$ cat src/rtl/mux_n_seq.sv
// N-lane registered mux for the FFT datapath with an optional internal lane sequencer
// that steps through lanes every HOLD accepted samples (SDF/commutator switch pattern).
`ifndef DATA_WIDTH
`define DATA_WIDTH 16
`endif

module mux_n_seq #(
    parameter int DATA_WIDTH = `DATA_WIDTH,
    parameter int NUM_IN     = 2,
    parameter int HOLD       = 1,
    parameter int SEL_W      = $clog2(NUM_IN)
) (
    input  logic                         clk,
    input  logic                         rst,
    input  logic                         in_valid,
    input  logic [NUM_IN*DATA_WIDTH-1:0] data_in,
    input  logic                         sel_mode,
    input  logic [SEL_W-1:0]             sel_ext,
    input  logic                         seq_clear,
    output logic                         out_valid,
    output logic [DATA_WIDTH-1:0]        result,
    output logic [SEL_W-1:0]             sel_cur,
    output logic                         sel_err
);

    localparam int CNT_W = $clog2(HOLD + 1);

    if (NUM_IN < 2 || NUM_IN > 8) begin : g_bad_num_in
        $error("mux_n_seq: NUM_IN must be in 2..8");
    end
    if (HOLD < 1 || HOLD > 1024) begin : g_bad_hold
        $error("mux_n_seq: HOLD must be in 1..1024");
    end

    logic                  out_valid_q, out_valid_d;
    logic [DATA_WIDTH-1:0] result_q, result_d;
    logic [SEL_W-1:0]      sel_cur_q, sel_cur_d;
    logic                  sel_err_q, sel_err_d;
    logic [SEL_W-1:0]      seq_sel_q, seq_sel_d;
    logic [CNT_W-1:0]      hold_cnt_q, hold_cnt_d;

    logic [SEL_W-1:0]      sel_eff;
    logic [SEL_W-1:0]      base_sel;
    logic [CNT_W-1:0]      base_cnt;
    logic [DATA_WIDTH-1:0] lane_data;
    logic                  lane_hit;

    always_comb begin
        sel_eff   = sel_mode ? (seq_clear ? '0 : seq_sel_q) : sel_ext;
        lane_data = '0;
        lane_hit  = 1'b0;
        for (int unsigned k = 0; k < NUM_IN; k++) begin
            if (sel_eff == SEL_W'(k)) begin
                lane_data = data_in[k*DATA_WIDTH +: DATA_WIDTH];
                lane_hit  = 1'b1;
            end
        end
    end

    // A clear restarts from (lane 0, count 0) and the same-cycle auto sample then
    // advances from there, giving hold_cnt=1 after the edge for HOLD>1.
    always_comb begin
        base_sel   = seq_clear ? '0 : seq_sel_q;
        base_cnt   = seq_clear ? '0 : hold_cnt_q;
        seq_sel_d  = base_sel;
        hold_cnt_d = base_cnt;
        if (in_valid && sel_mode) begin
            if (base_cnt == CNT_W'(HOLD - 1)) begin
                hold_cnt_d = '0;
                seq_sel_d  = (base_sel == SEL_W'(NUM_IN - 1)) ? '0 : base_sel + 1'b1;
            end else begin
                hold_cnt_d = base_cnt + 1'b1;
            end
        end
    end

    always_comb begin
        out_valid_d = in_valid;
        result_d    = result_q;
        sel_cur_d   = sel_cur_q;
        sel_err_d   = sel_err_q;
        if (in_valid) begin
            result_d  = lane_data;
            sel_cur_d = sel_eff;
            if (!lane_hit) begin
                sel_err_d = 1'b1;
            end
        end
    end

    always_ff @(posedge clk) begin
        if (rst) begin
            out_valid_q <= 1'b0;
            result_q    <= '0;
            sel_cur_q   <= '0;
            sel_err_q   <= 1'b0;
            seq_sel_q   <= '0;
            hold_cnt_q  <= '0;
        end else begin
            out_valid_q <= out_valid_d;
            result_q    <= result_d;
            sel_cur_q   <= sel_cur_d;
            sel_err_q   <= sel_err_d;
            seq_sel_q   <= seq_sel_d;
            hold_cnt_q  <= hold_cnt_d;
        end
    end

    assign out_valid = out_valid_q;
    assign result    = result_q;
    assign sel_cur   = sel_cur_q;
    assign sel_err   = sel_err_q;

endmodule

$ cat config.mk
export PLATFORM = sky130hd
export DESIGN_NAME = mux_n_seq
export DESIGN_NICKNAME = d
export VERILOG_FILES = /design/src/rtl/mux_n_seq.sv
export SDC_FILE = /design/constraint.sdc
export NUM_CORES = 1
export LEC_CHECK = 0
export BUFFER_PORTS_ARGS = -buffer_cell sky130_fd_sc_hd__buf_2
export CORE_MARGIN = 2
export CORE_UTILIZATION = 31
export CTS_BUF_LIST = sky130_fd_sc_hd__clkbuf_16
export CTS_CLUSTER_DIAMETER = 40
export DETAILED_ROUTE_END_ITERATION = 12
export SYNTH_ARGS = -nofsm -noshare
export SYNTH_HDL_FRONTEND = slang
export SYNTH_SLANG_ARGS = --single-unit
$ cat constraint.sdc
create_clock -name clk -period 1 [get_ports clk]
set_input_delay 0.1 -clock clk [delete_from_list [all_inputs] [get_ports clk]]
set_output_delay 0.1 -clock clk [all_outputs]
set_load 0.01 [all_outputs]
==> impl_metrics.py, run 1 <==
metrics = {
    "layout": {
        "area_delta_synth_final_pct": 39.2,
        "final_area_sq_um": 1840,
        "multi_input_area_sq_um": 855,
        "fill_cells": 395,
        "register_area_sq_um": 402,
        "n_antenna_cell": 0,
        "finalNetCount": 227,
        "drive_above_1_share_pct": 56.9,
    },
    "min_path": {
        "hold_path.class": "in -> reg",
    },
    "sta": {
        "period_needed_ns": 0.970,
        "grt_setup_unrepaired": "yes",
        "fin_crit_sh_pct": 97.0,
        "finalSetupViolCount": 0,
        "fmax_ghz": 1.03,
        "finClkSkew_ns": 0.00131,
        "maxSlewViolCount": 0,
        "finalHoldViolCount": 0,
    },
    "clock_network": {
        "cts_buffer_depth": 2,
        "clockRootBuffer": "clkbuf_16",
        "cts.clk_slew.worst_paths_ns": 0.06,
        "cts-buffers-inserted": 3,
        "clkSinkCount": 20,
        "cts.hold.buffers_added": 0,
        "htreeDepth": 1,
        "cts_tree": "done",
        "clk_latency_ns": 0.25,
    },
    "setup_path": {
        "worstSetupStartpointType": "register",
        "crit_arrival_ns": 1.11,
        "crit_type": "reg -> reg",
        "end_kind": "register",
        "cp.required_ns": 1.14,
        "crit_fanout": 8,
    },
    "yosys": {
        "synth.largest_area_cell": "dfxtp_1",
        "synth_area_sq_um": 1320,
        "syn_inst": 127,
        "yosys_warnings": 0,
        "yosysTopAreaCellShare_pct": 30.2,
        "synth_seq_area_share_pct": 30.2,
        "synthDistinctLibCells": 25,
        "syn-num-nets": 165,
        "synth_area_leaders": "dfxtp_1 (30%), mux2i_1 (12%), mux2_4 (10%)",
        "synth_seq_cells": 20,
        "avgSynthCellArea_sq_um": 10.4,
    },
    "global_route": {
        "grt_overflow_total": 0,
        "grt_usage_pct": 13.9,
        "grt_pass1_wl_mm": 5.43,
        "grt_max_degree": 24,
        "antenna_found_initial": 0,
        "grt_pass1_vias": 1112,
    },
    "detailed_routing": {
        "ant_nets": 0,
        "drt_first_pass_iters": 4,
        "drc": 0,
        "avgRoutedWirePerCell_um": 13.5,
        "viasPerCell": 4.86,
        "first_iter_violations": 53,
        "wirelength_mm": 3.22,
        "vias": 1157,
    },
    "die": {
        "fp.dieW_um": 69.3,
        "rows": 23,
        "io_pins": 57,
        "die_area_sq_um": 4810,
        "core_sq_um": 4060,
        "dieHeight_um": 69.3,
        "initial_core_util_pct": 32.6,
    },
    "place": {
        "place.gp.congestion": 0.729,
        "dp_hpwl_mm": 2.42,
        "port_buffers": 55,
        "dpl_cell_area_sq_um": 1720,
    },
    "power": {
        "total_power_mw": 2.25,
        "p_leak_nw": 0.874,
        "vdd_drop_max_v": 0.000891,
        "p_per_area_nw_per_um2": 1220,
    },
    "run_status": {
        "status": "completed",
    },
    "job": {
        "maxCapViolCount": 0,
    },
}
per-layer routing:
| metal | global-route usage, % | vias to the layer above | part of all wire, % |
|---|---|---|---|
| met5 | 0 | - | 0 |
| met4 | 3.27 | 0 | 0.50 |
| met3 | 4.65 | 2 | 7.7 |
| met2 | 21.8 | 42 | 44 |
| met1 | 18.4 | 523 | 48 |
| li1 | - | 590 | - |
final cells by class:
type | count | area share (%)
Sequential cell | 20 | 21.8
Clock inverter | 1 | 0.204
Clock buffer | 3 | 4.07
Timing Repair Buffer | 68 | 23.8
Multi-Input combinational cell | 94 | 46.4
Tap cell | 50 | 3.39
Inverter | 2 | 0.407
state kept, by name, summed over array words and instances, names as in the netlist:
register    count
out_valid       1
seq_sel_q       1
sel_cur         1
result         16
hold_cnt_q      1
stage by stage:
stage                     utilization (%)  TNS [ns]  hold WS, ns  worst slack [ns]  instances
final                                45.4         0        0.129            0.0304        238
after global routing                 45.4   -0.0804        0.128           -0.0154        238
after CTS                            44.4   -0.0318        0.129           -0.0114        238
after detailed placement             42.4    -0.293        0.389           -0.0397        234
after global placement               42.4   -0.0751        0.386           -0.0144        234
after floorplan                         -    -0.282        0.183           -0.0329        127
power by group:
| part | internal [mW] | total, mW | switching (mW) | leakage [nW] |
|---|---|---|---|---|
| Combinational | 0.293 | 0.546 | 0.253 | 0.671 |
| Clock | 0.532 | 0.822 | 0.290 | 0.0385 |
| Sequential | 0.855 | 0.881 | 0.0260 | 0.165 |
worst max-delay path, stage by stage (launching register included):
cell      delay, ns
dfxtp_2        0.33
nand2b_4       0.08
buf_8          0.15
mux2i_1        0.23
o21ai_2        0.07
synth_stat cells:
cell type and instances:
a2111oi_0 1, a21oi_1 8, a21oi_2 10, a311oi_1 1, a31oi_1 1, buf_2 1, buf_4 2, buf_6 5
clkbuf_1 3, conb_1 1, dfxtp_1 20, inv_1 2, mux2_1 7, mux2_4 9, mux2i_1 16, nand2b_1 2
nand3b_1 1, nand3b_2 1, nor2_1 1, nor2b_1 1, nor3b_1 16, nor3b_4 1, o21ai_1 8, o21ai_2 8
o32ai_1 1
repair_timing:
item                                    CTS  global route
gates resized for setup                   0            11
setup buffers                             0             0
endpoints found under the setup margin    6            16
worst paths after layout:
| path | cells past startpoint | startpoint | slack (ns) | end |
|---|---|---|---|---|
| setup reg to reg | 4 | seq_sel_q$_SDFF_PP0_ | 0.03 | result[3]$_SDFFE_PP0P_ |
| setup / recovery | 4 | seq_sel_q$_SDFF_PP0_ | 0.03 | result[3]$_SDFFE_PP0P_ |
| hold reg to reg | 2 | hold_cnt_q$_SDFF_PP0_ | 0.47 | hold_cnt_q$_SDFF_PP0_ |
| hold / removal | 3 | data_in[2] | 0.13 | result[2]$_SDFFE_PP0P_ |
kinds of logic (layout without fill, tap and decap cells):
kind of cell	count (synthesis)	in the layout	share of synthesized area, %
AO/OA/AOI/OAI	38	38	20.4
multiplexers	32	32	28.3
other	1	1	0.283
buffers and inverters	13	74	7.18
flip-flops	20	20	30.2
AND/OR/NAND/NOR	23	23	13.6
cells in the final DEF, fill, tap and decap left out, types with 2 or more instances in the layout:
cell and instances:
buf_4 7, buf_8 2, mux2i_1 11, nor3b_1 16, mux2_1 7, o21ai_1 8, mux2i_2 5, a21oi_1 8
dfxtp_1 19, clkbuf_16 3, mux2_4 9, buf_12 4, a21oi_2 10, inv_1 2, o21ai_2 8, buf_2 55
Note: power is estimated with default switching activity, not from simulation.
==> run 2: changes to the inputs <==
==> constraint.sdc (replaced) <==
create_clock -name clk -period 1.15 [get_ports clk]
set_input_delay 0.115 -clock clk [delete_from_list [all_inputs] [get_ports clk]]
set_output_delay 0.115 -clock clk [all_outputs]
set_load 0.01 [all_outputs]
==> impl_metrics.py, run 2 (synthesis gave the netlist of run 1 again) <==
metrics = {
    "detailed_routing": {
        "wl_met3_um": 211,
        "vias": 1142,
        "met2WireLength_mm": 1.32,
        "avgRoutedWirePerCell_um": 12.5,
        "drc": 0,
        "ant_nets": 0,
        "drt_first_pass_iters": 3,
        "first_iter_violations": 30,
        "wirelength_mm": 2.97,
        "viasPerCell": 4.80,
        "wl_met1_mm": 1.40,
        "highest_layer": "met4",
    },
    "setup_path": {
        "end_kind": "register",
        "crit_type": "reg -> reg",
        "worstSetupStartpointType": "register",
        "crit_fanout": 6,
        "cp.required_ns": 1.30,
        "crit_arrival_ns": 1.20,
    },
    "layout": {
        "n_antenna_cell": 0,
        "final_common_cell": "buf_2",
        "area_delta_synth_final_pct": 35.2,
        "fill_cells": 415,
        "layout_common_cells": "buf_2 (55), dfxtp_1 (20), mux2i_1 (16), nor3b_1 (16), buf_4 (12)",
        "register_area_sq_um": 400,
        "largest_reg_flops": 16,
        "multi_input_area_sq_um": 828,
        "drive_above_1_share_pct": 53.7,
        "finalNetCount": 227,
    },
    "min_path": {
        "hold_path.class": "in -> reg",
    },
    "die": {
        "io_pins": 57,
        "rows": 23,
        "dieHeight_um": 69.3,
        "die_area_sq_um": 4810,
        "initial_core_util_pct": 32.6,
        "fp.dieW_um": 69.3,
        "core_sq_um": 4060,
    },
    "clock_network": {
        "cts_tree": "done",
        "clkSinkCount": 20,
        "clk_latency_ns": 0.25,
        "cts.hold.buffers_added": 0,
        "cts-buffers-inserted": 3,
        "cts_buffer_depth": 2,
        "htreeDepth": 1,
        "clockRootBuffer": "clkbuf_16",
        "cts_setup_buffers": 0,
        "post_cts_resized": 0,
        "cts.clk_slew.worst_paths_ns": 0.06,
    },
    "sta": {
        "period_needed_ns": 1.05,
        "setup_ws_ns": 0.101,
        "maxSlewViolCount": 0,
        "fmax_ghz": 0.954,
        "finClkSkew_ns": 0.00369,
        "finalHoldViolCount": 0,
        "fin_crit_sh_pct": 91.2,
        "grt_setup_unrepaired": "no",
        "finalSetupViolCount": 0,
        "setup-tns-final_ns": 0,
        "whs_ns": 0.0859,
    },
    "job": {
        "maxCapViolCount": 0,
    },
    "global_route": {
        "grt_max_degree": 18,
        "grt_overflow_total": 0,
        "grt_pass1_wl_mm": 5.09,
        "grt_pass1_vias": 1086,
        "antenna_found_initial": 0,
        "grt_usage_pct": 12.7,
    },
    "power": {
        "p_leak_nw": 0.886,
        "p_per_area_nw_per_um2": 1210,
        "vdd_drop_max_v": 0.000501,
        "total_power_mw": 2.16,
    },
    "place": {
        "dp_hpwl_mm": 2.38,
        "port_buffers": 55,
        "place.gp.congestion": 0.689,
        "pre_cts_ws_ns": 0.0873,
    },
    "run_status": {
        "status": "completed",
    },
}
-- run 2: cell count changes in the layout (fill, tap and decap cells not counted), moves of 2 or more --
cell	change
buf_12	-3
buf_4	+5
mux2i_1	+5
buf_8	-2
mux2i_2	-5
-- run 2: power breakdown --
group | switching (mW) | internal (mW)
clock | 0.264 | 0.691
sequential | 0.0226 | 0.743
combinational | 0.205 | 0.231
-- run 2: final timing paths --
| check | start | endpoint | slack, ns | cells past startpoint |
|---|---|---|---|---|
| min reg2reg | hold_cnt_q$_SDFF_PP0_ | hold_cnt_q$_SDFF_PP0_ | 0.48 | 2 |
| max | seq_sel_q$_SDFF_PP0_ | result[14]$_SDFFE_PP0P_ | 0.10 | 4 |
| min | seq_clear | hold_cnt_q$_SDFF_PP0_ | 0.09 | 2 |
| max reg2reg | seq_sel_q$_SDFF_PP0_ | result[14]$_SDFFE_PP0P_ | 0.10 | 4 |
-- run 2: worst max-delay path: stages, from the launching register on --
cell	delay, ns
dfxtp_1	0.32
nand2b_1	0.13
buf_4	0.19
mux2i_1	0.24
o21ai_2	0.07
-- run 2: area by class of cell --
class	instances	area share (%)
sequential	20	22.4
clock inverter	1	1.68
clock buffer	3	4.20
timing repair buffer	68	21.5
inverter	2	0.420
tap	50	3.50
multi-input combinational	94	46.3
-- run 2: layer usage --
metal	up-vias	global-route usage, %
li1	588	-
met5	-	0
met2	41	20.7
met3	4	3.20
met1	509	16.3
met4	0	4.58
-- run 2: through the flow --
step	cells	utilization, %	instance area (sq um)
after CTS	238	44.1	1790
after floorplan	127	-	1320
after detailed placement	234	41.5	1680
after global placement	234	41.5	1680
final	238	44.1	1790
after global routing	238	44.1	1790
==> run 3: changes to the inputs <==
==> config.mk (replaced) <==
export PLATFORM = sky130hd
export DESIGN_NAME = mux_n_seq
export DESIGN_NICKNAME = d
export VERILOG_FILES = /design/src/rtl/mux_n_seq.sv
export SDC_FILE = /design/constraint.sdc
export NUM_CORES = 1
export LEC_CHECK = 0
export CORE_MARGIN = 2
export CORE_UTILIZATION = 40
export CTS_BUF_LIST = sky130_fd_sc_hd__clkbuf_16
export CTS_CLUSTER_DIAMETER = 40
export DETAILED_ROUTE_END_ITERATION = 12
export DONT_BUFFER_PORTS = 1
export SYNTH_ARGS = -nofsm -noshare
export SYNTH_HDL_FRONTEND = slang
export SYNTH_SLANG_ARGS = --single-unit
==> constraint.sdc (replaced) <==
create_clock -name clk -period 1.2 [get_ports clk]
set_input_delay 0.12 -clock clk [delete_from_list [all_inputs] [get_ports clk]]
set_output_delay 0.12 -clock clk [all_outputs]
set_load 0.01 [all_outputs]
==> impl_metrics.py, run 3 (synthesis gave the netlist of run 1 again) <==
metrics = {
    "sta": {
        "finClkSkew_ns": 0.00486,
        "finalHoldViolCount": 0,
        "period_needed_ns": 1.06,
        "maxSlewViolCount": 0,
        "setup-tns-final_ns": 0,
        "fmax_ghz": 0.946,
        "grt_setup_unrepaired": "no",
        "finalSetupViolCount": 0,
        "fin_crit_sh_pct": 88.1,
    },
    "place": {
        "dpl_cell_area_sq_um": 1330,
        "place_inst": 165,
        "dp_hpwl_mm": 1.96,
        "port_buffers": 0,
        "place.gp.congestion": 0.579,
    },
    "setup_path": {
        "r2r_slack_ns": 0.14,
        "crit_arrival_ns": 1.20,
        "crit_fanout": 8,
        "cp.required_ns": 1.34,
        "crit_type": "reg -> reg",
        "end_kind": "register",
        "worstSetupStartpointType": "register",
    },
    "layout": {
        "fill_cells": 314,
        "final_area_sq_um": 1470,
        "layout_common_cells": "dfxtp_1 (20), mux2i_1 (16), nor3b_1 (16), a21oi_2 (10), mux2_4 (9)",
        "area_delta_synth_final_pct": 11.3,
        "finalNetCount": 168,
        "register_area_sq_um": 400,
        "largest_reg_flops": 16,
        "final_common_cell": "dfxtp_1",
        "n_antenna_cell": 0,
        "drive_above_1_share_pct": 29.5,
        "layoutNonFillerInstCount": 173,
        "multi_input_area_sq_um": 828,
    },
    "global_route": {
        "grt_max_degree": 23,
        "grt_pass1_vias": 906,
        "antenna_found_initial": 0,
        "grt_overflow_total": 0,
        "grt_usage_pct": 15.5,
        "grt_pass1_wl_mm": 4.17,
    },
    "clock_network": {
        "cts-buffers-inserted": 3,
        "cts_tree": "done",
        "cts_setup_buffers": 0,
        "htreeDepth": 1,
        "clk_latency_ns": 0.25,
        "cts.hold.buffers_added": 4,
        "cts.clk_slew.worst_paths_ns": 0.06,
        "post_cts_resized": 0,
        "clockRootBuffer": "clkbuf_16",
        "cts_buffer_depth": 2,
        "clkSinkCount": 20,
    },
    "detailed_routing": {
        "viasPerCell": 5.60,
        "avgRoutedWirePerCell_um": 16.6,
        "vias": 969,
        "ant_nets": 0,
        "drt_first_pass_iters": 3,
        "first_iter_violations": 55,
        "drc": 0,
        "wirelength_mm": 2.88,
    },
    "run_status": {
        "status": "completed",
    },
    "die": {
        "fp.dieW_um": 61.5,
        "die_area_sq_um": 3790,
        "core_sq_um": 3100,
        "rows": 20,
        "io_pins": 57,
        "initial_core_util_pct": 42.7,
        "dieHeight_um": 61.5,
    },
    "power": {
        "vdd_drop_max_v": 0.000813,
        "p_leak_nw": 0.624,
        "p_per_area_nw_per_um2": 1300,
    },
    "job": {
        "maxCapViolCount": 0,
    },
    "min_path": {
        "hold_path.class": "in -> reg",
    },
}
-- run 3: path summary, 6_finish.rpt --
check | from | endpoint | cells after the start
hold reg to reg | hold_cnt_q$_SDFF_PP0_ | hold_cnt_q$_SDFF_PP0_ | 2
setup / recovery | seq_sel_q$_SDFF_PP0_ | result[12]$_SDFFE_PP0P_ | 4
hold / removal | data_in[24] | result[8]$_SDFFE_PP0P_ | 2
setup reg to reg | seq_sel_q$_SDFF_PP0_ | result[12]$_SDFFE_PP0P_ | 4
-- run 3: metrics by stage --
step / hold slack [ns] / worst slack, ns / power (mW) / util, %
after global placement: 0.195 / 0.212 / 0.986 / 42.8
after CTS: 0.0363 / 0.124 / 1.94 / 47.5
after detailed placement: 0.197 / 0.149 / 0.996 / 42.8
after global routing: 0.0392 / 0.0689 / 1.99 / 47.5
final: 0.0439 / 0.143 / 1.92 / 47.5
after floorplan: 0.203 / 0.155 / 1.00 / -
-- run 3: routing by layer --
| layer | GRT usage (%) | vias up | share of wire [%] |
|---|---|---|---|
| li1 | - | 470 | - |
| met1 | 18.1 | 460 | 41 |
| met2 | 27.4 | 37 | 50 |
| met3 | 5.04 | 2 | 7.8 |
| met4 | 3.65 | 0 | 0.66 |
| met5 | 0 | - | 0 |
-- run 3: area by class of cell --
cell class                 instances  area share [%]
inverter                           2           0.509
multi-input combinational         94            56.2
tap                               44            3.74
sequential                        20            27.2
clock inverter                     1            2.04
timing repair buffer               9            5.26
clock buffer                       3            5.09
-- run 3: power breakdown --
part	internal [mW]	switching (mW)	total, mW	leakage [nW]
Combinational	0.140	0.0900	0.230	0.408
Clock	0.662	0.262	0.924	0.0511
Sequential	0.713	0.0484	0.761	0.165
-- run 3: critical path: stages (launching register included) --
cell      delay (ns)
dfxtp_1         0.33
nand2b_1        0.09
buf_4           0.20
mux2i_1         0.25
o21ai_2         0.06
